File: config.mk
export PLATFORM = sky130hd
export DESIGN_NAME = draw_sequencer_flat
export DESIGN_NICKNAME = d
export VERILOG_FILES = /design/src/rtl/draw_pkg.sv /design/src/rtl/draw_sequencer_if.sv /design/src/rtl/draw_pixel_counter.sv /design/src/rtl/draw_sequencer.sv /design/src/flat_wrapper.sv
export SDC_FILE = /design/constraint.sdc
export NUM_CORES = 1
export LEC_CHECK = 0
export BUFFER_PORTS_ARGS = -buffer_cell sky130_fd_sc_hd__clkbuf_2
export CELL_PAD_IN_SITES_DETAIL_PLACEMENT = 2
export CELL_PAD_IN_SITES_GLOBAL_PLACEMENT = 2
export CORE_MARGIN = 2
export CORE_UTILIZATION = 34
export DETAILED_ROUTE_END_ITERATION = 12
export PLACE_DENSITY = 0.75
export REMOVE_ABC_BUFFERS = 1
export SYNTH_ARGS = -nofsm -noshare
export SYNTH_HDL_FRONTEND = slang
export SYNTH_SLANG_ARGS = --single-unit
export TNS_END_PERCENT = 30
File: constraint.sdc
create_clock -name clk -period 4.5 [get_ports clk]
set_input_delay 0.675 -clock clk [delete_from_list [all_inputs] [get_ports clk]]
set_output_delay 0.675 -clock clk [all_outputs]
set_load 0.02 [all_outputs]
File: src/rtl/draw_pkg.sv
// Shared types and constants for the draw sequencer: FSM state encoding,
// default screen/sprite geometry and the pixel totals of each draw mode.
package draw_pkg;

  localparam int SCREEN_W_DEF  = 160;
  localparam int SCREEN_H_DEF  = 120;
  localparam int SPRITE_W_DEF  = 40;

  localparam int SCREEN_PIXELS = 19200;
  localparam int SPRITE_PIXELS = 1600;

  typedef enum logic [1:0] {
    IDLE  = 2'd0,
    DRAW  = 2'd1,
    FLUSH = 2'd2,
    DONE  = 2'd3
  } drawState_e;

endpackage

File: src/rtl/draw_sequencer_if.sv
// Request/pixel bus between a draw requester and the draw sequencer.
// Handshake: drawReq is a request that the sequencer takes only on a rising
// edge where busy=0; the request fields (drawSprite, drawImage, drawBlack,
// spriteX, spriteY) are captured on that same edge. While busy=1 requests
// are dropped, never queued. done pulses for one cycle when a draw ends.
// On the pixel side, plot/x/y lag romAddr by one cycle to match ROM latency.
interface draw_sequencer_if;

  logic        drawReq;
  logic        drawSprite;
  logic [6:0]  drawImage;
  logic        drawBlack;
  logic [7:0]  spriteX;
  logic [6:0]  spriteY;

  logic [14:0] romAddr;
  logic [6:0]  memorySel;
  logic        black;
  logic [7:0]  x;
  logic [6:0]  y;
  logic        plot;
  logic        busy;
  logic        done;

  modport master (
    output drawReq, drawSprite, drawImage, drawBlack, spriteX, spriteY,
    input  romAddr, memorySel, black, x, y, plot, busy, done
  );

  modport slave (
    input  drawReq, drawSprite, drawImage, drawBlack, spriteX, spriteY,
    output romAddr, memorySel, black, x, y, plot, busy, done
  );

endinterface

File: src/rtl/draw_pixel_counter.sv
// Raster col/row counter. The wrap limits are chosen on load (screen or
// sprite size) and last flags the final pixel of the raster.
module draw_pixel_counter #(
  parameter int SCREEN_W = 160,
  parameter int SCREEN_H = 120,
  parameter int SPRITE_W = 40
) (
  input  logic       clk,
  input  logic       resetn,
  input  logic       load,
  input  logic       useSprite,
  input  logic       advance,
  output logic [7:0] col,
  output logic [6:0] row,
  output logic       last
);

  logic [7:0] colMax;
  logic [6:0] rowMax;

  // Load clears position and picks limits; advance steps in raster order and
  // parks on the last pixel.
  always_ff @(posedge clk or negedge resetn) begin
    if (!resetn) begin
      col    <= '0;
      row    <= '0;
      colMax <= '0;
      rowMax <= '0;
    end else if (load) begin
      col    <= '0;
      row    <= '0;
      colMax <= useSprite ? 8'(SPRITE_W - 1) : 8'(SCREEN_W - 1);
      rowMax <= useSprite ? 7'(SPRITE_W - 1) : 7'(SCREEN_H - 1);
    end else if (advance && !last) begin
      if (col == colMax) begin
        col <= '0;
        row <= row + 7'd1;
      end else begin
        col <= col + 8'd1;
      end
    end
  end

  assign last = (col == colMax) && (row == rowMax);

endmodule

File: src/rtl/draw_sequencer.sv
// Draw sequencer: walks a full screen or a square sprite in raster order,
// issuing one ROM address per cycle and the matching VGA plot one cycle
// later. Optional feature macro DRAW_CLIP_EN suppresses plots of sprite
// pixels that fall off screen (addressing and timing are unaffected).
module draw_sequencer
  import draw_pkg::*;
#(
  parameter int SCREEN_W = SCREEN_W_DEF,
  parameter int SCREEN_H = SCREEN_H_DEF,
  parameter int SPRITE_W = SPRITE_W_DEF
) (
  input  logic             clk,
  input  logic             resetn,
  draw_sequencer_if.slave  bus,
  output drawState_e       stateDbg
);

  drawState_e  state, nextState;
  logic        accept;
  logic        advance;

  logic        spriteL;
  logic [7:0]  spriteXL;
  logic [6:0]  spriteYL;

  logic [14:0] romAddrQ;
  logic [6:0]  memorySelQ;
  logic        blackQ;
  logic [7:0]  xQ;
  logic [6:0]  yQ;
  logic        plotQ;

  logic [7:0]  col;
  logic [6:0]  row;
  logic        last;

  logic [7:0]  pixX;
  logic [6:0]  pixY;
  logic        pixOn;

  draw_pixel_counter #(
    .SCREEN_W (SCREEN_W),
    .SCREEN_H (SCREEN_H),
    .SPRITE_W (SPRITE_W)
  ) u_counter (
    .clk       (clk),
    .resetn    (resetn),
    .load      (accept),
    .useSprite (bus.drawSprite),
    .advance   (advance),
    .col       (col),
    .row       (row),
    .last      (last)
  );

  // State register.
  always_ff @(posedge clk or negedge resetn) begin
    if (!resetn) state <= IDLE;
    else         state <= nextState;
  end

  // Next-state logic: accept only from IDLE, leave DRAW after the last pixel.
  always_comb begin
    nextState = state;
    accept    = 1'b0;
    advance   = 1'b0;
    case (state)
      IDLE: begin
        if (bus.drawReq) begin
          accept    = 1'b1;
          nextState = DRAW;
        end
      end
      DRAW: begin
        advance = 1'b1;
        if (last) nextState = FLUSH;
      end
      FLUSH:   nextState = DONE;
      DONE:    nextState = IDLE;
      default: nextState = IDLE;
    endcase
  end

  // Screen coordinates of the pixel currently addressed (8/7-bit wrap).
  always_comb begin
    pixX = spriteL ? (spriteXL + col) : col;
    pixY = spriteL ? (spriteYL + row) : row;
  end

`ifdef DRAW_CLIP_EN
  logic [8:0] fullX;
  logic [7:0] fullY;
  assign fullX = {1'b0, spriteXL} + {1'b0, col};
  assign fullY = {1'b0, spriteYL} + {1'b0, row};
  assign pixOn = !spriteL ||
                 ((fullX <= 9'(SCREEN_W - 1)) && (fullY <= 8'(SCREEN_H - 1)));
`else
  assign pixOn = 1'b1;
`endif

  // Request capture, address generation and the one-cycle-late pixel output.
  always_ff @(posedge clk or negedge resetn) begin
    if (!resetn) begin
      spriteL    <= 1'b0;
      spriteXL   <= '0;
      spriteYL   <= '0;
      romAddrQ   <= '0;
      memorySelQ <= '0;
      blackQ     <= 1'b0;
      xQ         <= '0;
      yQ         <= '0;
      plotQ      <= 1'b0;
    end else begin
      plotQ <= (state == DRAW) && pixOn;
      if (accept) begin
        spriteL    <= bus.drawSprite;
        spriteXL   <= bus.spriteX;
        spriteYL   <= bus.spriteY;
        memorySelQ <= bus.drawImage;
        blackQ     <= bus.drawBlack;
        romAddrQ   <= '0;
      end else if (state == DRAW) begin
        if (!last) romAddrQ <= romAddrQ + 15'd1;
        xQ <= pixX;
        yQ <= pixY;
      end
    end
  end

  assign bus.romAddr   = romAddrQ;
  assign bus.memorySel = memorySelQ;
  assign bus.black     = blackQ;
  assign bus.x         = xQ;
  assign bus.y         = yQ;
  assign bus.plot      = plotQ;
  assign bus.busy      = (state != IDLE);
  assign bus.done      = (state == DONE);
  assign stateDbg      = state;

endmodule

File: src/flat_wrapper.sv
// flat-port wrapper written by rule: the top's interface ports become plain ports
module draw_sequencer_flat import draw_pkg::*;
#(
  parameter int SCREEN_W = SCREEN_W_DEF,
  parameter int SCREEN_H = SCREEN_H_DEF,
  parameter int SPRITE_W = SPRITE_W_DEF
)
  (clk, resetn, stateDbg, bus_drawReq, bus_drawSprite, bus_drawImage, bus_drawBlack, bus_spriteX, bus_spriteY, bus_romAddr, bus_memorySel, bus_black, bus_x, bus_y, bus_plot, bus_busy, bus_done);
  draw_sequencer_if bus_i ();
  input  logic clk;
  input  logic resetn;
  output drawState_e stateDbg;
  input wire logic [$bits(bus_i.drawReq)-1:0] bus_drawReq;
  input wire logic [$bits(bus_i.drawSprite)-1:0] bus_drawSprite;
  input wire logic [$bits(bus_i.drawImage)-1:0] bus_drawImage;
  input wire logic [$bits(bus_i.drawBlack)-1:0] bus_drawBlack;
  input wire logic [$bits(bus_i.spriteX)-1:0] bus_spriteX;
  input wire logic [$bits(bus_i.spriteY)-1:0] bus_spriteY;
  output wire logic [$bits(bus_i.romAddr)-1:0] bus_romAddr;
  output wire logic [$bits(bus_i.memorySel)-1:0] bus_memorySel;
  output wire logic [$bits(bus_i.black)-1:0] bus_black;
  output wire logic [$bits(bus_i.x)-1:0] bus_x;
  output wire logic [$bits(bus_i.y)-1:0] bus_y;
  output wire logic [$bits(bus_i.plot)-1:0] bus_plot;
  output wire logic [$bits(bus_i.busy)-1:0] bus_busy;
  output wire logic [$bits(bus_i.done)-1:0] bus_done;
  assign bus_i.drawReq = bus_drawReq;
  assign bus_i.drawSprite = bus_drawSprite;
  assign bus_i.drawImage = bus_drawImage;
  assign bus_i.drawBlack = bus_drawBlack;
  assign bus_i.spriteX = bus_spriteX;
  assign bus_i.spriteY = bus_spriteY;
  assign bus_romAddr = bus_i.romAddr;
  assign bus_memorySel = bus_i.memorySel;
  assign bus_black = bus_i.black;
  assign bus_x = bus_i.x;
  assign bus_y = bus_i.y;
  assign bus_plot = bus_i.plot;
  assign bus_busy = bus_i.busy;
  assign bus_done = bus_i.done;
  draw_sequencer #(.SCREEN_W(SCREEN_W), .SCREEN_H(SCREEN_H), .SPRITE_W(SPRITE_W)) u_core (.clk(clk), .resetn(resetn), .bus(bus_i), .stateDbg(stateDbg));
endmodule
==> impl_metrics.yaml <==
die:
  start_util: 0.3494
  fp.dieArea_um2: 12670
  row_count: 39
  die_w_um: 112.6
  core-area_um2: 11470
  ios: 70
  fp.dieH_um: 112.6
yosys:
  synth_area_um2: 4006
  syn_avg_cell_area_um2: 9.539
  ys_types: 53
  async_flop_share: 1.000
  ys_warn_count: 0
  yosys-top-cells-count: "86 x nand2_1, 74 x dfrtp_1, 40 x nor2_1"
  synthFlopType: "dfrtp_1"
  ys_seq_elements: 74
  synth-seq-area-share: 0.4622
  synth_largest_area_cell: "dfrtp_1"
  synth_area_leaders: "dfrtp_1 46%, nand2_1 8.1%, ha_1 6.9%, xor2_1 4.6%, nor2_1 3.7%"
  synth_top_area_share: 0.4622
  synth_edf_count: 0
  synthCells: 420
  yosysMostFrequentCell: "nand2_1"
place:
  gp_congestion: 0.7993
  pre_cts_slack_ps: 2055
  port_buffers: 69
  place_inst: 621
  dp_hpwl_mm: 7.958
clocking:
  htree_levels: 3
  worstSkewPairLatency_ps: 330
  cts_tree: "built"
  clk_pin_slew_worst_paths_ps: 60
  postCtsSetupRepairBufs: 0
  cts_max_path_buffers: 2
  cts.repair.resized: 0
  cts_buffers: 9
  root_buffer: "clkbuf_16"
  hold_buffers: 0
  clkSinkCount: 74
sta:
  whs_ps: 484.2
  finalSetupViolations: 0
  setup-tns-final_ps: 0
  fin_skew_ps: 6.100
  hold_violations: 0
  worstMarginPinSlew_ps: 977.8
  fin_ws_ps: 2045
  period_minus_slack_ps: 2455
  rsz0062_at_grt: "false"
  slew-limit-headroom: 0.3481
  min_period_over_period: 0.5456
  final_max_slew_viol_count: 0
  max_freq_mhz: 407.3
job:
  drv_cap: 0
global_route:
  gr-total-overflow: 0
  grt_pass1_vias: 3883
  antenna_found_initial: 0
  grt_usage: 0.1920
  grt_start_max_net_pins: 75
  grt_pass1_wl_mm: 19.63
layout:
  finalNonFillerCells: 637
  multi_input_area_um2: 2063
  area.sequential_um2: 1852
  fillers: 1236
  post_route_cells_drive_above_1_share: 0.2085
  final_nets: 540
  area_delta_synth_final_pct: 20.30
  n_antenna_cell: 0
outcome:
  outcome: "finished clean"
power_and_ir_drop:
  power.share.combinational: 0.413
  netSwitchingPower_w: 0.001282
  leakagePower_nw: 2.374
  intPower_w: 0.001773
  p_seq_frac: 0.346
  ir_drop_mv: 0.2572
  power.share.clock: 0.242
  power_w: 0.003055
  power.density_nw_per_um2: 633.9
  switching_share: 0.4197
critical_path:
  critical_path.max_fanout: 7
  startpoint_type: "flop"
  critical_path_class: "reg -> reg"
  slowest_stage: "dfrtp_1"
  worstPathCellList: "ha_1 -> fa_1 -> a21o_1 -> a31oi_1 -> mux2i_1 -> nand4_1 -> xnor2_1 -> a21oi_1"
  cpPeakStageDelay_ps: 460
  arrival_ps: 2650
  crit_required_ps: 4700
  rrSetupSlack_ps: 2040
  cp-end-kind: "flop"
detailed_routing:
  vias: 3323
  drt-initial-drc-count: 88
  viasPerCell: 5.217
  drt-total-wl_mm: 11.33
  drt-pass1-iter-count: 4
  ant_nets: 0
  wl_per_cell_um: 17.78
  drc: 0
hold_path:
  hold_path_class: "reg -> reg"
## critical path: cells and delay by family, from the launching register on
| family | cells | cell delay [ps] |
|---|---|---|
| xor gates and xnor gates | 1 | 170 |
| muxes | 1 | 260 |
| DFF | 1 | 460 |
| and+or+nand+nor | 1 | 150 |
| adders and majority gates | 2 | 670 |
| AOI/OAI and AO/OA | 3 | 600 |
## layout make-up
| cell class | instances | share of cell area |
|---|---|---|
| well taps | 143 | 0.03712 |
| inverters | 11 | 0.008567 |
| clock buffers | 11 | 0.05036 |
| multi-input cells | 320 | 0.4281 |
| repair buffers | 73 | 0.07840 |
| clock inverters | 5 | 0.01324 |
| flip-flops and latches | 74 | 0.3842 |
## cells in the final DEF (no fill, tap or decap), drive strengths merged, types with 3 or more instances in the layout
cell,synthesis,final
buf,5,5
a21o,3,3
and3,4,4
inv,11,11
xnor2,7,7
clkinv,0,3
a31oi,3,3
mux2i,12,12
o211ai,3,3
and2,3,3
nor2,41,41
or3,6,6
nand4,11,11
nand3,11,11
and4,4,4
dfrtp,74,74
a21oi,22,22
clkbuf,10,79
o21ai,19,19
ha,22,22
nor3,3,3
nor4,3,3
xor2,21,21
nand2,86,86
or4,3,3
nor2b,7,7
## per-layer routing
metal  wire (µm)  global-route usage  share of wire  up-vias
met5           0                   0              0        -
met4          96             0.04878         0.0085        0
met3         321             0.02916          0.028        7
met2        5910              0.3421           0.52       49
met1        4996              0.2438           0.44     1689
li1            -                   -              -     1578
## registers in the layout, summed over array words and instances (netlist names)
| name | flops |
|---|---|
| u_core.u_counter.rowMax | 2 |
| u_core.spriteYL | 7 |
| u_core.u_counter.colMax | 1 |
| u_core.bus.x | 8 |
| u_core.u_counter.col | 8 |
| u_core.bus.y | 7 |
| u_core.spriteXL | 8 |
| u_core.u_counter.row | 7 |
| u_core.bus.romAddr | 15 |
| u_core.bus.black | 1 |
| u_core.bus.memorySel | 7 |
| u_core.stateDbg | 2 |
| u_core.bus.plot | 1 |
## path summary, 6_finish.rpt
check                      cells past startpoint                                  end                                 from
setup reg to reg                               8          u_core.bus.y[6]$_DFFE_PN0P_  u_core.u_counter.row[0]$_DFFE_PN0P_
min in group asynchronous                      1    u_core.bus.romAddr[0]$_DFFE_PN0P_                               resetn
max in group asynchronous                      1       u_core.spriteYL[6]$_DFFE_PN0P_                               resetn
setup / recovery                               8          u_core.bus.y[6]$_DFFE_PN0P_  u_core.u_counter.row[0]$_DFFE_PN0P_
hold / removal                                 2  u_core.bus.memorySel[4]$_DFFE_PN0P_  u_core.bus.memorySel[4]$_DFFE_PN0P_
hold reg to reg                                2  u_core.bus.memorySel[4]$_DFFE_PN0P_  u_core.bus.memorySel[4]$_DFFE_PN0P_
## power by group through the flow
stage               Clock [W]  Sequential [W]  Combinational (W)
floorplan                   0         0.00120           0.000676
CTS                  0.000759         0.00106            0.00129
finish               0.000738         0.00106            0.00126
detailed placement          0         0.00107            0.00128
global route         0.000783         0.00109            0.00143
global placement            0         0.00105            0.00121
## logic make-up (layout without fill, tap and decap cells)
kind of cell / after synthesis / after routing / share of synthesized area
compound gates: 64 / 64 / 0.1115
xor+xnor: 28 / 28 / 0.06121
fa+ha+maj: 24 / 24 / 0.07870
buf+inv: 26 / 100 / 0.02467
flops: 74 / 74 / 0.4622
mux: 14 / 14 / 0.03560
simple gates: 190 / 190 / 0.2261
## per-stage QoR
stage | utilization | area (µm²)
after floorplan | - | 3949
after detailed placement | 0.3936 | 4513
after CTS | 0.4203 | 4820
final | 0.4203 | 4820
after global routing | 0.4203 | 4820
after global placement | 0.3936 | 4513
(Power assumes the default switching activity.)
